File: config.mk
export PLATFORM = sky130hd
export DESIGN_NAME = ucsbece154a_nonarch_regs_flat
export DESIGN_NICKNAME = d
export VERILOG_FILES = /design/src/rtl/ucsbece154a_nonarch_regs_if.sv /design/src/rtl/ucsbece154a_nonarch_regs.sv /design/src/flat_wrapper.sv
export SDC_FILE = /design/constraint.sdc
export NUM_CORES = 1
export LEC_CHECK = 0
export CORE_AREA = 5 5 196 198
export CTS_CLUSTER_DIAMETER = 120
export DETAILED_ROUTE_END_ITERATION = 8
export DIE_AREA = 0 0 201 203
export GPL_TIMING_DRIVEN = 0
export SYNTH_ARGS = -nofsm -noshare
export SYNTH_HDL_FRONTEND = slang
export SYNTH_SLANG_ARGS = --single-unit
export TNS_END_PERCENT = 10
File: constraint.sdc
create_clock -name clk -period 3.75 [get_ports clk]
set_clock_uncertainty 0.1 [all_clocks]
set_input_delay 0.75 -clock clk [delete_from_list [all_inputs] [get_ports clk]]
set_output_delay 0.75 -clock clk [all_outputs]
set_load 0.02 [all_outputs]
File: src/rtl/ucsbece154a_nonarch_regs_if.sv
// Bus bundle for the multicycle non-architectural register bank.
// The master is the controller/datapath side and the slave is the register bank.
interface ucsbece154a_nonarch_regs_if #(
  parameter int unsigned WIDTH     = 32,
  parameter int unsigned CNT_WIDTH = 32
);
  // Controller strobes
  logic                 PCWrite_i;
  logic                 IRWrite_i;
  logic                 AdrSrc_i;
  // Datapath inputs
  logic [WIDTH-1:0]     PCNext_i;
  logic [WIDTH-1:0]     ReadData_i;
  logic [WIDTH-1:0]     RD1_i;
  logic [WIDTH-1:0]     RD2_i;
  logic [WIDTH-1:0]     ALUResult_i;
  // Register outputs
  logic [WIDTH-1:0]     Adr_o;
  logic [WIDTH-1:0]     PC_o;
  logic [WIDTH-1:0]     OldPC_o;
  logic [31:0]          Instr_o;
  logic [WIDTH-1:0]     Data_o;
  logic [WIDTH-1:0]     A_o;
  logic [WIDTH-1:0]     B_o;
  logic [WIDTH-1:0]     ALUOut_o;
  // Decoded instruction fields
  logic [6:0]           op_o;
  logic [2:0]           funct3_o;
  logic                 funct7_o;
  logic [4:0]           rs1_o;
  logic [4:0]           rs2_o;
  logic [4:0]           rd_o;
  // Debug
  logic [CNT_WIDTH-1:0] cycle_cnt_o;
  logic [CNT_WIDTH-1:0] fetch_cnt_o;
  logic                 illegal_o;

  modport master (
    output PCWrite_i, IRWrite_i, AdrSrc_i,
    output PCNext_i, ReadData_i, RD1_i, RD2_i, ALUResult_i,
    input  Adr_o, PC_o, OldPC_o, Instr_o, Data_o, A_o, B_o, ALUOut_o,
    input  op_o, funct3_o, funct7_o, rs1_o, rs2_o, rd_o,
    input  cycle_cnt_o, fetch_cnt_o, illegal_o
  );

  modport slave (
    input  PCWrite_i, IRWrite_i, AdrSrc_i,
    input  PCNext_i, ReadData_i, RD1_i, RD2_i, ALUResult_i,
    output Adr_o, PC_o, OldPC_o, Instr_o, Data_o, A_o, B_o, ALUOut_o,
    output op_o, funct3_o, funct7_o, rs1_o, rs2_o, rd_o,
    output cycle_cnt_o, fetch_cnt_o, illegal_o
  );
endinterface

File: src/rtl/ucsbece154a_nonarch_regs.sv
// Non-architectural register bank of the multicycle RISC-V datapath.
// Holds PC, OldPC, Instr, Data, A, B and ALUOut, plus debug counters and a sticky illegal-opcode flag.
// The interface instance must use the same WIDTH/CNT_WIDTH as this module. WIDTH must be at least 32.
module ucsbece154a_nonarch_regs #(
  parameter int unsigned      WIDTH     = 32,
  parameter logic [WIDTH-1:0] RESET_PC  = '0,
  parameter int unsigned      CNT_WIDTH = 32
) (
  input  logic                          clk,
  input  logic                          reset,   // active-low, asynchronous
  ucsbece154a_nonarch_regs_if.slave     bus
);

  localparam logic [31:0] NOP_INSTR = 32'h0000_0013;

  typedef enum logic [6:0] {
    OP_LOAD   = 7'b0000011,
    OP_STORE  = 7'b0100011,
    OP_RTYPE  = 7'b0110011,
    OP_BRANCH = 7'b1100011,
    OP_ITYPE  = 7'b0010011,
    OP_JAL    = 7'b1101111,
    OP_LUI    = 7'b0110111
  } opcode_e;

  function automatic logic is_supported(input logic [6:0] op);
    logic ok;
    case (op)
      OP_LOAD, OP_STORE, OP_RTYPE, OP_BRANCH,
      OP_ITYPE, OP_JAL, OP_LUI: ok = 1'b1;
      default:                  ok = 1'b0;
    endcase
    return ok;
  endfunction

  logic [WIDTH-1:0]     pc_q,      pc_d;
  logic [WIDTH-1:0]     oldpc_q,   oldpc_d;
  logic [31:0]          instr_q,   instr_d;
  logic [WIDTH-1:0]     data_q,    data_d;
  logic [WIDTH-1:0]     a_q,       a_d;
  logic [WIDTH-1:0]     b_q,       b_d;
  logic [WIDTH-1:0]     aluout_q,  aluout_d;
  logic [CNT_WIDTH-1:0] cycle_q,   cycle_d;
  logic [CNT_WIDTH-1:0] fetch_q,   fetch_d;
  logic                 illegal_q, illegal_d;

  // Next-state: enabled loads for PC/IR/OldPC, unconditional loads for the staging registers.
  always_comb begin
    pc_d      = pc_q;
    oldpc_d   = oldpc_q;
    instr_d   = instr_q;
    fetch_d   = fetch_q;
    illegal_d = illegal_q;

    if (bus.PCWrite_i) begin
      pc_d = bus.PCNext_i;
    end
    // OldPC captures the PC before any PCWrite on the same edge.
    if (bus.IRWrite_i) begin
      instr_d = bus.ReadData_i[31:0];
      oldpc_d = pc_q;
      fetch_d = fetch_q + CNT_WIDTH'(1);
      if (!is_supported(bus.ReadData_i[6:0])) begin
        illegal_d = 1'b1;
      end
    end

    data_d   = bus.ReadData_i;
    a_d      = bus.RD1_i;
    b_d      = bus.RD2_i;
    aluout_d = bus.ALUResult_i;
    cycle_d  = cycle_q + CNT_WIDTH'(1);
  end

  // State registers with asynchronous active-low reset.
  always_ff @(posedge clk or negedge reset) begin
    if (!reset) begin
      pc_q      <= RESET_PC;
      oldpc_q   <= '0;
      instr_q   <= NOP_INSTR;
      data_q    <= '0;
      a_q       <= '0;
      b_q       <= '0;
      aluout_q  <= '0;
      cycle_q   <= '0;
      fetch_q   <= '0;
      illegal_q <= 1'b0;
    end else begin
      pc_q      <= pc_d;
      oldpc_q   <= oldpc_d;
      instr_q   <= instr_d;
      data_q    <= data_d;
      a_q       <= a_d;
      b_q       <= b_d;
      aluout_q  <= aluout_d;
      cycle_q   <= cycle_d;
      fetch_q   <= fetch_d;
      illegal_q <= illegal_d;
    end
  end

  assign bus.Adr_o       = bus.AdrSrc_i ? aluout_q : pc_q;
  assign bus.PC_o        = pc_q;
  assign bus.OldPC_o     = oldpc_q;
  assign bus.Instr_o     = instr_q;
  assign bus.Data_o      = data_q;
  assign bus.A_o         = a_q;
  assign bus.B_o         = b_q;
  assign bus.ALUOut_o    = aluout_q;
  assign bus.op_o        = instr_q[6:0];
  assign bus.funct3_o    = instr_q[14:12];
  assign bus.funct7_o    = instr_q[30];
  assign bus.rs1_o       = instr_q[19:15];
  assign bus.rs2_o       = instr_q[24:20];
  assign bus.rd_o        = instr_q[11:7];
  assign bus.cycle_cnt_o = cycle_q;
  assign bus.fetch_cnt_o = fetch_q;
  assign bus.illegal_o   = illegal_q;

endmodule

File: src/flat_wrapper.sv
// flat-port wrapper written by rule: the top's interface ports become plain ports
module ucsbece154a_nonarch_regs_flat 
#(
  parameter int unsigned      WIDTH     = 32,
  parameter logic [WIDTH-1:0] RESET_PC  = '0,
  parameter int unsigned      CNT_WIDTH = 32
)
  (clk, reset, bus_PCWrite_i, bus_IRWrite_i, bus_AdrSrc_i, bus_PCNext_i, bus_ReadData_i, bus_RD1_i, bus_RD2_i, bus_ALUResult_i, bus_Adr_o, bus_PC_o, bus_OldPC_o, bus_Instr_o, bus_Data_o, bus_A_o, bus_B_o, bus_ALUOut_o, bus_op_o, bus_funct3_o, bus_funct7_o, bus_rs1_o, bus_rs2_o, bus_rd_o, bus_cycle_cnt_o, bus_fetch_cnt_o, bus_illegal_o);
  ucsbece154a_nonarch_regs_if #(.WIDTH(WIDTH), .CNT_WIDTH(CNT_WIDTH)) bus_i ();
  input  logic clk;
  input  logic reset;
  input wire logic [$bits(bus_i.PCWrite_i)-1:0] bus_PCWrite_i;
  input wire logic [$bits(bus_i.IRWrite_i)-1:0] bus_IRWrite_i;
  input wire logic [$bits(bus_i.AdrSrc_i)-1:0] bus_AdrSrc_i;
  input wire logic [$bits(bus_i.PCNext_i)-1:0] bus_PCNext_i;
  input wire logic [$bits(bus_i.ReadData_i)-1:0] bus_ReadData_i;
  input wire logic [$bits(bus_i.RD1_i)-1:0] bus_RD1_i;
  input wire logic [$bits(bus_i.RD2_i)-1:0] bus_RD2_i;
  input wire logic [$bits(bus_i.ALUResult_i)-1:0] bus_ALUResult_i;
  output wire logic [$bits(bus_i.Adr_o)-1:0] bus_Adr_o;
  output wire logic [$bits(bus_i.PC_o)-1:0] bus_PC_o;
  output wire logic [$bits(bus_i.OldPC_o)-1:0] bus_OldPC_o;
  output wire logic [$bits(bus_i.Instr_o)-1:0] bus_Instr_o;
  output wire logic [$bits(bus_i.Data_o)-1:0] bus_Data_o;
  output wire logic [$bits(bus_i.A_o)-1:0] bus_A_o;
  output wire logic [$bits(bus_i.B_o)-1:0] bus_B_o;
  output wire logic [$bits(bus_i.ALUOut_o)-1:0] bus_ALUOut_o;
  output wire logic [$bits(bus_i.op_o)-1:0] bus_op_o;
  output wire logic [$bits(bus_i.funct3_o)-1:0] bus_funct3_o;
  output wire logic [$bits(bus_i.funct7_o)-1:0] bus_funct7_o;
  output wire logic [$bits(bus_i.rs1_o)-1:0] bus_rs1_o;
  output wire logic [$bits(bus_i.rs2_o)-1:0] bus_rs2_o;
  output wire logic [$bits(bus_i.rd_o)-1:0] bus_rd_o;
  output wire logic [$bits(bus_i.cycle_cnt_o)-1:0] bus_cycle_cnt_o;
  output wire logic [$bits(bus_i.fetch_cnt_o)-1:0] bus_fetch_cnt_o;
  output wire logic [$bits(bus_i.illegal_o)-1:0] bus_illegal_o;
  assign bus_i.PCWrite_i = bus_PCWrite_i;
  assign bus_i.IRWrite_i = bus_IRWrite_i;
  assign bus_i.AdrSrc_i = bus_AdrSrc_i;
  assign bus_i.PCNext_i = bus_PCNext_i;
  assign bus_i.ReadData_i = bus_ReadData_i;
  assign bus_i.RD1_i = bus_RD1_i;
  assign bus_i.RD2_i = bus_RD2_i;
  assign bus_i.ALUResult_i = bus_ALUResult_i;
  assign bus_Adr_o = bus_i.Adr_o;
  assign bus_PC_o = bus_i.PC_o;
  assign bus_OldPC_o = bus_i.OldPC_o;
  assign bus_Instr_o = bus_i.Instr_o;
  assign bus_Data_o = bus_i.Data_o;
  assign bus_A_o = bus_i.A_o;
  assign bus_B_o = bus_i.B_o;
  assign bus_ALUOut_o = bus_i.ALUOut_o;
  assign bus_op_o = bus_i.op_o;
  assign bus_funct3_o = bus_i.funct3_o;
  assign bus_funct7_o = bus_i.funct7_o;
  assign bus_rs1_o = bus_i.rs1_o;
  assign bus_rs2_o = bus_i.rs2_o;
  assign bus_rd_o = bus_i.rd_o;
  assign bus_cycle_cnt_o = bus_i.cycle_cnt_o;
  assign bus_fetch_cnt_o = bus_i.fetch_cnt_o;
  assign bus_illegal_o = bus_i.illegal_o;
  ucsbece154a_nonarch_regs #(.WIDTH(WIDTH), .RESET_PC(RESET_PC), .CNT_WIDTH(CNT_WIDTH)) u_core (.clk(clk), .reset(reset), .bus(bus_i));
endmodule
# [After elaboration in Yosys (flattened, before gate mapping)]
# Cells that the tools add are included.
[classes] bitwise=1 n_reduce_logical=2 eq_ne=7 muxes=3 addsub=2
[op_table] op="32-bit by 1-bit adder with 32-bit output (second input constant)" count=2
[op_table] op="32-bit two-way mux" count=1
[op_table] op="7-bit by 6-bit equality test with 1-bit output (second input constant)" count=3
[op_table] op="7-bit equality test (second input constant)" count=2
[op_table] op="7-bit by 2-bit equality test with 1-bit output (second input constant)" count=1
[op_table] op="7-bit by 5-bit equality test with 1-bit output (second input constant)" count=1
[op_table] op="7-bit OR reduction" count=1
[op_table] op="1-bit two-way mux" count=2
[op_table] op="2-bit AND reduction" count=1
[op_table] op="1-bit NOT" count=1
[word_totals] input_bits=165 word_cells=25 reg_bits=289

# [Longest topological paths before layout]
[depth] depth_word=6 ltp_mapped=5

# [Worst setup path before layout]
# OpenSTA, ideal clock, no wires.
[synth_timing] kind="input to output" start="input bus_AdrSrc_i" end="output bus_Adr_o[10]" required_time_ns=2.900 slack_ns=1.206 cell_stages=3 t_arrival_ns=1.694 path_cell_list="clkbuf_1 -> buf_1 -> mux2_2"
[synth_via] elab_chain_len=1
[synth_rtl] element="start: declaration" line_no="flat_wrapper.sv:14" text="input wire logic [$bits(bus_i.AdrSrc_i)-1:0] bus_AdrSrc_i;"
[synth_rtl] element="32-bit two-way mux" line_no="ucsbece154a_nonarch_regs.sv:102" text="assign bus.Adr_o = bus.AdrSrc_i ? aluout_q : pc_q;"
[synth_rtl] element="end: declaration" line_no="flat_wrapper.sv:20" text="output wire logic [$bits(bus_i.Adr_o)-1:0] bus_Adr_o;"
# Every way passes these cells.

# [Worst setup path after layout]
[layout_timing] start="input bus_AdrSrc_i" end="output bus_Adr_o[11]"
# Same word-level chain as after synthesis.

==> results.sh <==
export IMPL_synth_top_family_by_area="multiplexers"
export IMPL_remaining_drc_errors=0
export IMPL_clock_fmax_mhz=295
export IMPL_cp_top_family="buffers and inverters"
export IMPL_synthMuxAreaShare=0.142
export IMPL_reg2reg_to="u_core.bus.cycle_cnt_o[15]"
export IMPL_synth_compound_area_frac=0.00232
export IMPL_htreeDepth=2
export IMPL_irDropWorstVdd_v=0.000421
export IMPL_critPathBufInv=3
export IMPL_diodes=0
export IMPL_post_dp_hpwl_mm=24.7
export IMPL_first_pass_iters=4
export IMPL_p_per_area_nw_per_um2=496
export IMPL_tightest_slew_ns=1.07
export IMPL_drive_above_1_share=0.189
export IMPL_r2r_start="u_core.bus.cycle_cnt_o[2]"
export IMPL_start_util=0.282
export IMPL_slew_headroom=0.280
export IMPL_ys_ff_latch=289
export IMPL_reg2reg_setup_slack_ns=1.49
export IMPL_antenna_found_initial=1
export IMPL_clockBufferDepth=3
export IMPL_grt_max_degree=109
export IMPL_drt_iter0_drc=152
export IMPL_synth_flop_cell="dfrtp_1"
export IMPL_ys_types=34
export IMPL_syn_nets=807
export IMPL_root_buffer="clkbuf_16"
export IMPL_hold_path_class="input pin to async pin"
export IMPL_hold_viol_final=0
export IMPL_numCtsBuffers=36
export IMPL_yosys_area_share_simple=0.0663
export IMPL_syn_inst=640
export IMPL_critPathMaxFanout=10
export IMPL_io_pins=512
export IMPL_avgSynthCellArea_sq_um=16.0
export IMPL_clkTransAtPathRegs_ns=0.05
export IMPL_r2r_cells=4
export IMPL_crit_required_ns=2.90
export IMPL_coreArea_sq_um=36300
export IMPL_routed_wl_mm=32.2
export IMPL_worstSetupEndpoint="bus_Adr_o[11]"
export IMPL_placed_cell_area_sq_um=16000
export IMPL_avgViaCountPerCell=4.31
export IMPL_crit_chain="clkbuf_1 -> buf_1 -> mux2_2 -> clkdlybuf4s50_1"
export IMPL_synth_edf_count=0
export IMPL_gp_congestion=0.759
export IMPL_fp_dieH_microns=203
export IMPL_grt_pass1_wl_mm=49.1
export IMPL_area_delta_synth_final_pct=67.4
export IMPL_status="complete, no violations"
export IMPL_cp_end_kind="primary output"
export IMPL_p_total_w=0.00850
export IMPL_p_leak_nw=7.15
export IMPL_wire_per_inst_microns=19.2
export IMPL_postLayoutCellArea_sq_um=17100
export IMPL_arrival_ns=2.54
export IMPL_yosysWarnings=0
export IMPL_grt_ovfl_total=0
export IMPL_crit_type="input pin to primary output"
export IMPL_grt_setup_unrepaired="false"
export IMPL_synth_xor_area_frac=0.0522
export IMPL_clkLatencyLatePin_ns=0.52
export IMPL_fill_cells=3236
export IMPL_io_buffers=508
export IMPL_fin_crit_sh=0.904
export IMPL_grt_pass1_vias=8064
export IMPL_synth_fa_ha_area_frac=0.00244
export IMPL_num_rows=70
export IMPL_die_area_sq_um=40800
export IMPL_startpoint_type="input pin"
export IMPL_crit_slowest_cell="clkdlybuf4s50_1"
export IMPL_async_flop_share=1.00
export IMPL_nets=1355
export IMPL_ant_nets=0
export IMPL_cts_sinks=289
export IMPL_path_depth=4
export IMPL_drv_cap=0
export IMPL_cts_tree="built"
export IMPL_slowest_delay_ns=0.59
export IMPL_setup_violations_final=0
export IMPL_ys_seq_area_frac=0.707
export IMPL_finalCriticalPeriod_ns=3.39
export IMPL_grt_total_usage=0.153
export IMPL_cp_startpoint="bus_AdrSrc_i"
export IMPL_drv_slew=0
export IMPL_num_vias=7240
export IMPL_synth_area_sq_um=10200
export IMPL_die_w_microns=201
[worst min-delay path by stage]
| stage | start | end | slack, ns |
|---|---|---|---|
| detailed placement | u_core.bus.illegal_o | u_core.bus.illegal_o | 0.36 |
| floorplan | reset | u_core.bus.ALUOut_o[0] | 0.35 |
| global route | reset | u_core.bus.fetch_cnt_o[29] | 0.28 |
| global placement | u_core.bus.illegal_o | u_core.bus.illegal_o | 0.34 |
| CTS | reset | u_core.bus.B_o[5] | 0.23 |
| finish | reset | u_core.bus.Data_o[28] | 0.22 |
[layout by cell type (no fill, tap or decap), drive strengths merged]
cell type	synthesis	routed
a21o	1	1
clkdlybuf4s50	0	507
inv	1	4
and2	1	1
nor2	11	11
dfrtp	286	286
xor2	20	20
nand2b	1	1
clkinv	0	3
a211oi	1	1
ha	2	2
xnor2	41	41
or4	1	1
nor4	7	7
bufinv	1	3
or4b	1	1
and3	7	7
nand4	20	20
nor3	9	9
clkinvlp	0	1
and4	6	6
nand3	23	23
or2	1	1
mux2	129	129
buf	36	38
o311ai	1	1
dfstp	3	3
nand2	23	23
clkbuf	7	61
[what timing repair did]
item | CTS | global route
resized for setup | 0 | 2
hold endpoints to repair | 0 | 0
hold buffers | 0 | 0
endpoints found under the setup margin | 0 | 6
buffers inserted | 0 | 0
[stage by stage]
step / TNS (ns) / instances / setup WS (ns) / util / hold WS (ns)
3_3_place_gp: -3148.51 / 1616 / -10.98 / 0.438 / 0.337
2_1_floorplan: 0 / 640 / 1.21 / - / 0.354
3_5_place_dp: 0 / 1618 / 0.0232 / 0.439 / 0.361
6_report: 0 / 1680 / 0.361 / 0.472 / 0.225
5_1_grt: 0 / 1680 / 0.266 / 0.472 / 0.282
4_1_cts: 0 / 1680 / 0.0242 / 0.472 / 0.233
[state kept, by name, indices dropped and copies added, names as in the netlist]
signal                  count
u_core.bus.ALUOut_o        32
u_core.bus.A_o             32
u_core.bus.B_o             32
u_core.bus.Data_o          32
u_core.bus.Instr_o         32
u_core.bus.OldPC_o         32
u_core.bus.PC_o            32
u_core.bus.cycle_cnt_o     32
u_core.bus.fetch_cnt_o     32
u_core.bus.illegal_o        1
[power by group]
group | total [W] | switching (W) | internal (W)
combinational | 0.00158 | 0.000737 | 0.000841
sequential | 0.00354 | 0.000190 | 0.00335
clock | 0.00338 | 0.00128 | 0.00210
[cell type report]
cell class                      count  area (sq um)  area share
Clock buffer                       53          1070      0.0622
Buffer                             43           269      0.0157
Multi-Input combinational cell    306          2720       0.158
Clock inverter                      9           109     0.00635
Inverter                            2          21.3     0.00124
Sequential cell                   289          7240       0.422
Tap cell                          468           586      0.0342
Timing Repair Buffer              510          5140       0.300
[cell families after synthesis]
group | count (synthesis)
flops | 289
xor+xnor | 61
buf+inv | 45
mux | 129
compound gates | 3
simple gates | 111
fa+ha+maj | 2
[layer usage]
layer,GRT usage,vias up,share of wire
li1,-,3289,-
met1,0.176,3603,0.39
met2,0.265,302,0.50
met3,0.0637,46,0.092
met4,0.0398,0,0.019
met5,0,-,0
[cell usage after synthesis, types with 7 or more instances]
master      n  area [sq um]
clkbuf_1    7          26.3
xnor2_1    41           359
nor2_1     11          41.3
buf_4      26           195
nand4_1    16           100
xor2_1     20           175
nor3_1      8          40.0
buf_1       8          30.0
nand2_1    23          86.3
and3_1      7          43.8
mux2_2    129          1450
dfrtp_1   286          7160
nand3_1    23           115
Note: power is estimated with default switching activity, not from simulation.
==> patch, RTL diff (same flow settings) <==
Take the reset off `data_q` and load it in a clocked block of its own.
--- a/src/rtl/ucsbece154a_nonarch_regs.sv
+++ b/src/rtl/ucsbece154a_nonarch_regs.sv
@@ -78,7 +78,6 @@
       pc_q      <= RESET_PC;
       oldpc_q   <= '0;
       instr_q   <= NOP_INSTR;
-      data_q    <= '0;
       a_q       <= '0;
       b_q       <= '0;
       aluout_q  <= '0;
@@ -89,7 +88,6 @@
       pc_q      <= pc_d;
       oldpc_q   <= oldpc_d;
       instr_q   <= instr_d;
-      data_q    <= data_d;
       a_q       <= a_d;
       b_q       <= b_d;
       aluout_q  <= aluout_d;
@@ -97,6 +95,10 @@
       fetch_q   <= fetch_d;
       illegal_q <= illegal_d;
     end
+  end
+
+  always_ff @(posedge clk) begin
+    data_q <= data_d;
   end
 
   assign bus.Adr_o       = bus.AdrSrc_i ? aluout_q : pc_q;
Behaviour: not the same (Yosys sat finds a counterexample within 4 cycles, from zero or initial values and one cycle with reset low).
==> patch against the unedited design <==
Wire length increased by 2.5%. Synthesized area shrank 1.6%. Total power shrank 2.7%. Largest cell class unchanged. Design area shrank 1.5%. Highest routed layer unchanged. Sequential power hardly changed. Worst setup slack worse by 120 ps. Sequential cell count stayed put. Count of clock-buffer cells in the layout decreased by 7.
==> patch: results <==
export IMPL_outcome="completed"
export IMPL_dp_slack_ps=-34.49
export IMPL_vdd_drop_max_uv=337.9
export IMPL_gp_congestion=0.7820
export IMPL_drc_errors=0
export IMPL_grt_max_degree=114
export IMPL_postCtsSetupRepairBufs=0
export IMPL_async_flop_share_pct=88.93
export IMPL_tightest_slew_ps=1105
export IMPL_grt_pass1_wl_um=50360
export IMPL_reg2reg_to="u_core.bus.cycle_cnt_o[31]$_DFF_PN0_"
export IMPL_cp_top_family="buffers and inverters"
export IMPL_track_usage_pct=15.98
export IMPL_slowest_delay_ps=620
export IMPL_synth_sequential_area_ratio_pct=70.20
export IMPL_synthDistinctLibCells=35
export IMPL_synthMuxAreaShare_pct=14.41
export IMPL_hold_viol=0
export IMPL_synth_fa_ha_area_share_pct=0.2483
export IMPL_drtIter0Drc=290
export IMPL_vias=7200
export IMPL_drive_gt1_share_pct=18.97
export IMPL_antenna_found_initial=1
export IMPL_port_buffers=508
export IMPL_h_tree_depth=2
export IMPL_clock_latency_ps=520
export IMPL_cp_arrival_ps=2660
export IMPL_r2r_slack_ps=1480
export IMPL_ys_flop_type="dfrtp_1"
export IMPL_synth_nets=807
export IMPL_p_leak_uw=0.006995
export IMPL_cts_buffers=34
export IMPL_synthTopCellsByCount="254 x dfrtp_1, 129 x mux2_2, 41 x xnor2_1"
export IMPL_clockRootBuffer="clkbuf_16"
export IMPL_grt_pass1_vias=8068
export IMPL_crit_slowest_cell="clkdlybuf4s50_1"
export IMPL_r2r_start="u_core.bus.cycle_cnt_o[2]$_DFF_PN0_"
export IMPL_clock_path_buffers=3
export IMPL_drt_wl_total_um=33050
export IMPL_synth_warnings=0
export IMPL_post_cts_resized=2
export IMPL_post_dp_hpwl_um=25370
export IMPL_finalCritPeriodShare_pct=93.71
export IMPL_fin_nets=1353
export IMPL_cp_max_fo=10
export IMPL_setup_viol=0
export IMPL_critPathLaunch="bus_AdrSrc_i"
export IMPL_hp_class="input port to asynchronous set/reset pin"
export IMPL_drt_pass1_iter_count=4
export IMPL_clkTransAtPathRegs_ps=50
export IMPL_synthXorXnorAreaFrac_pct=5.300
export IMPL_yosys_top_cells_area="dfrtp_1 63%, mux2_2 14%, dfxtp_1 6.4%, xnor2_1 3.6%, buf_4 1.9%"
export IMPL_crit_path_end="bus_Adr_o[11]"
export IMPL_placed_area_um2=15810
export IMPL_synth_compound_area_share_pct=0.2358
==> patch: cell count changes in the layout (fill, tap and decap cells not counted), sizes merged <==
cell / change
clkdlybuf4s15: +1
clkbuf: -8
diode: +2
bufinv: -2
inv: -1
clkinvlp: +2
dfrtp: -32
dfxtp: +32
clkinv: +3
==> patch: final cells by class <==
| class | count | area, um^2 |
|---|---|---|
| sequential | 289 | 7076 |
| timing repair buffer | 510 | 5145 |
| clock inverter | 11 | 70.07 |
| clock buffer | 46 | 997.2 |
| inverter | 2 | 21.27 |
| buffer | 43 | 275.3 |
| multi-input combinational | 306 | 2715 |
| fill | 3288 | 19460 |
| tap | 468 | 585.6 |
| antenna | 2 | 5.005 |
==> patch: power breakdown <==
part / switching [uW] / internal (uW) / total (uW)
clock: 1290 / 1860 / 3160
combinational: 734 / 842 / 1580
sequential: 195 / 3350 / 3540
==> patch: worst reg2reg max path, cell delays in order (launching register included) <==
cell     delay, ps
dfrtp_1        420
nand3_1        260
nor4_1         970
nand4_1        220
xnor2_1        180
==> patch: metrics by stage <==
| stage | hold slack [ps] | total power (uW) | std cells | utilization (%) |
|---|---|---|---|---|
| detailed placement | 346.5 | 5202 | 1618 | 43.50 |
| floorplan | 354.4 | 4219 | 640 | - |
| CTS | 103.4 | 8426 | 1675 | 46.45 |
| global route | 151.0 | 8640 | 1675 | 46.45 |
| global placement | 340.3 | 5187 | 1616 | 43.33 |
| finish | 107.1 | 8271 | 1677 | 46.47 |
==> patch: per-layer routing <==
layer  share of wire [%]  routed length [um]  GRT usage [%]
met1                  39               12920          18.74
met2                  49               16230          26.96
met3                 9.6                3159          6.453
met4                 2.2                 740          4.990
met5                   0                   0              0
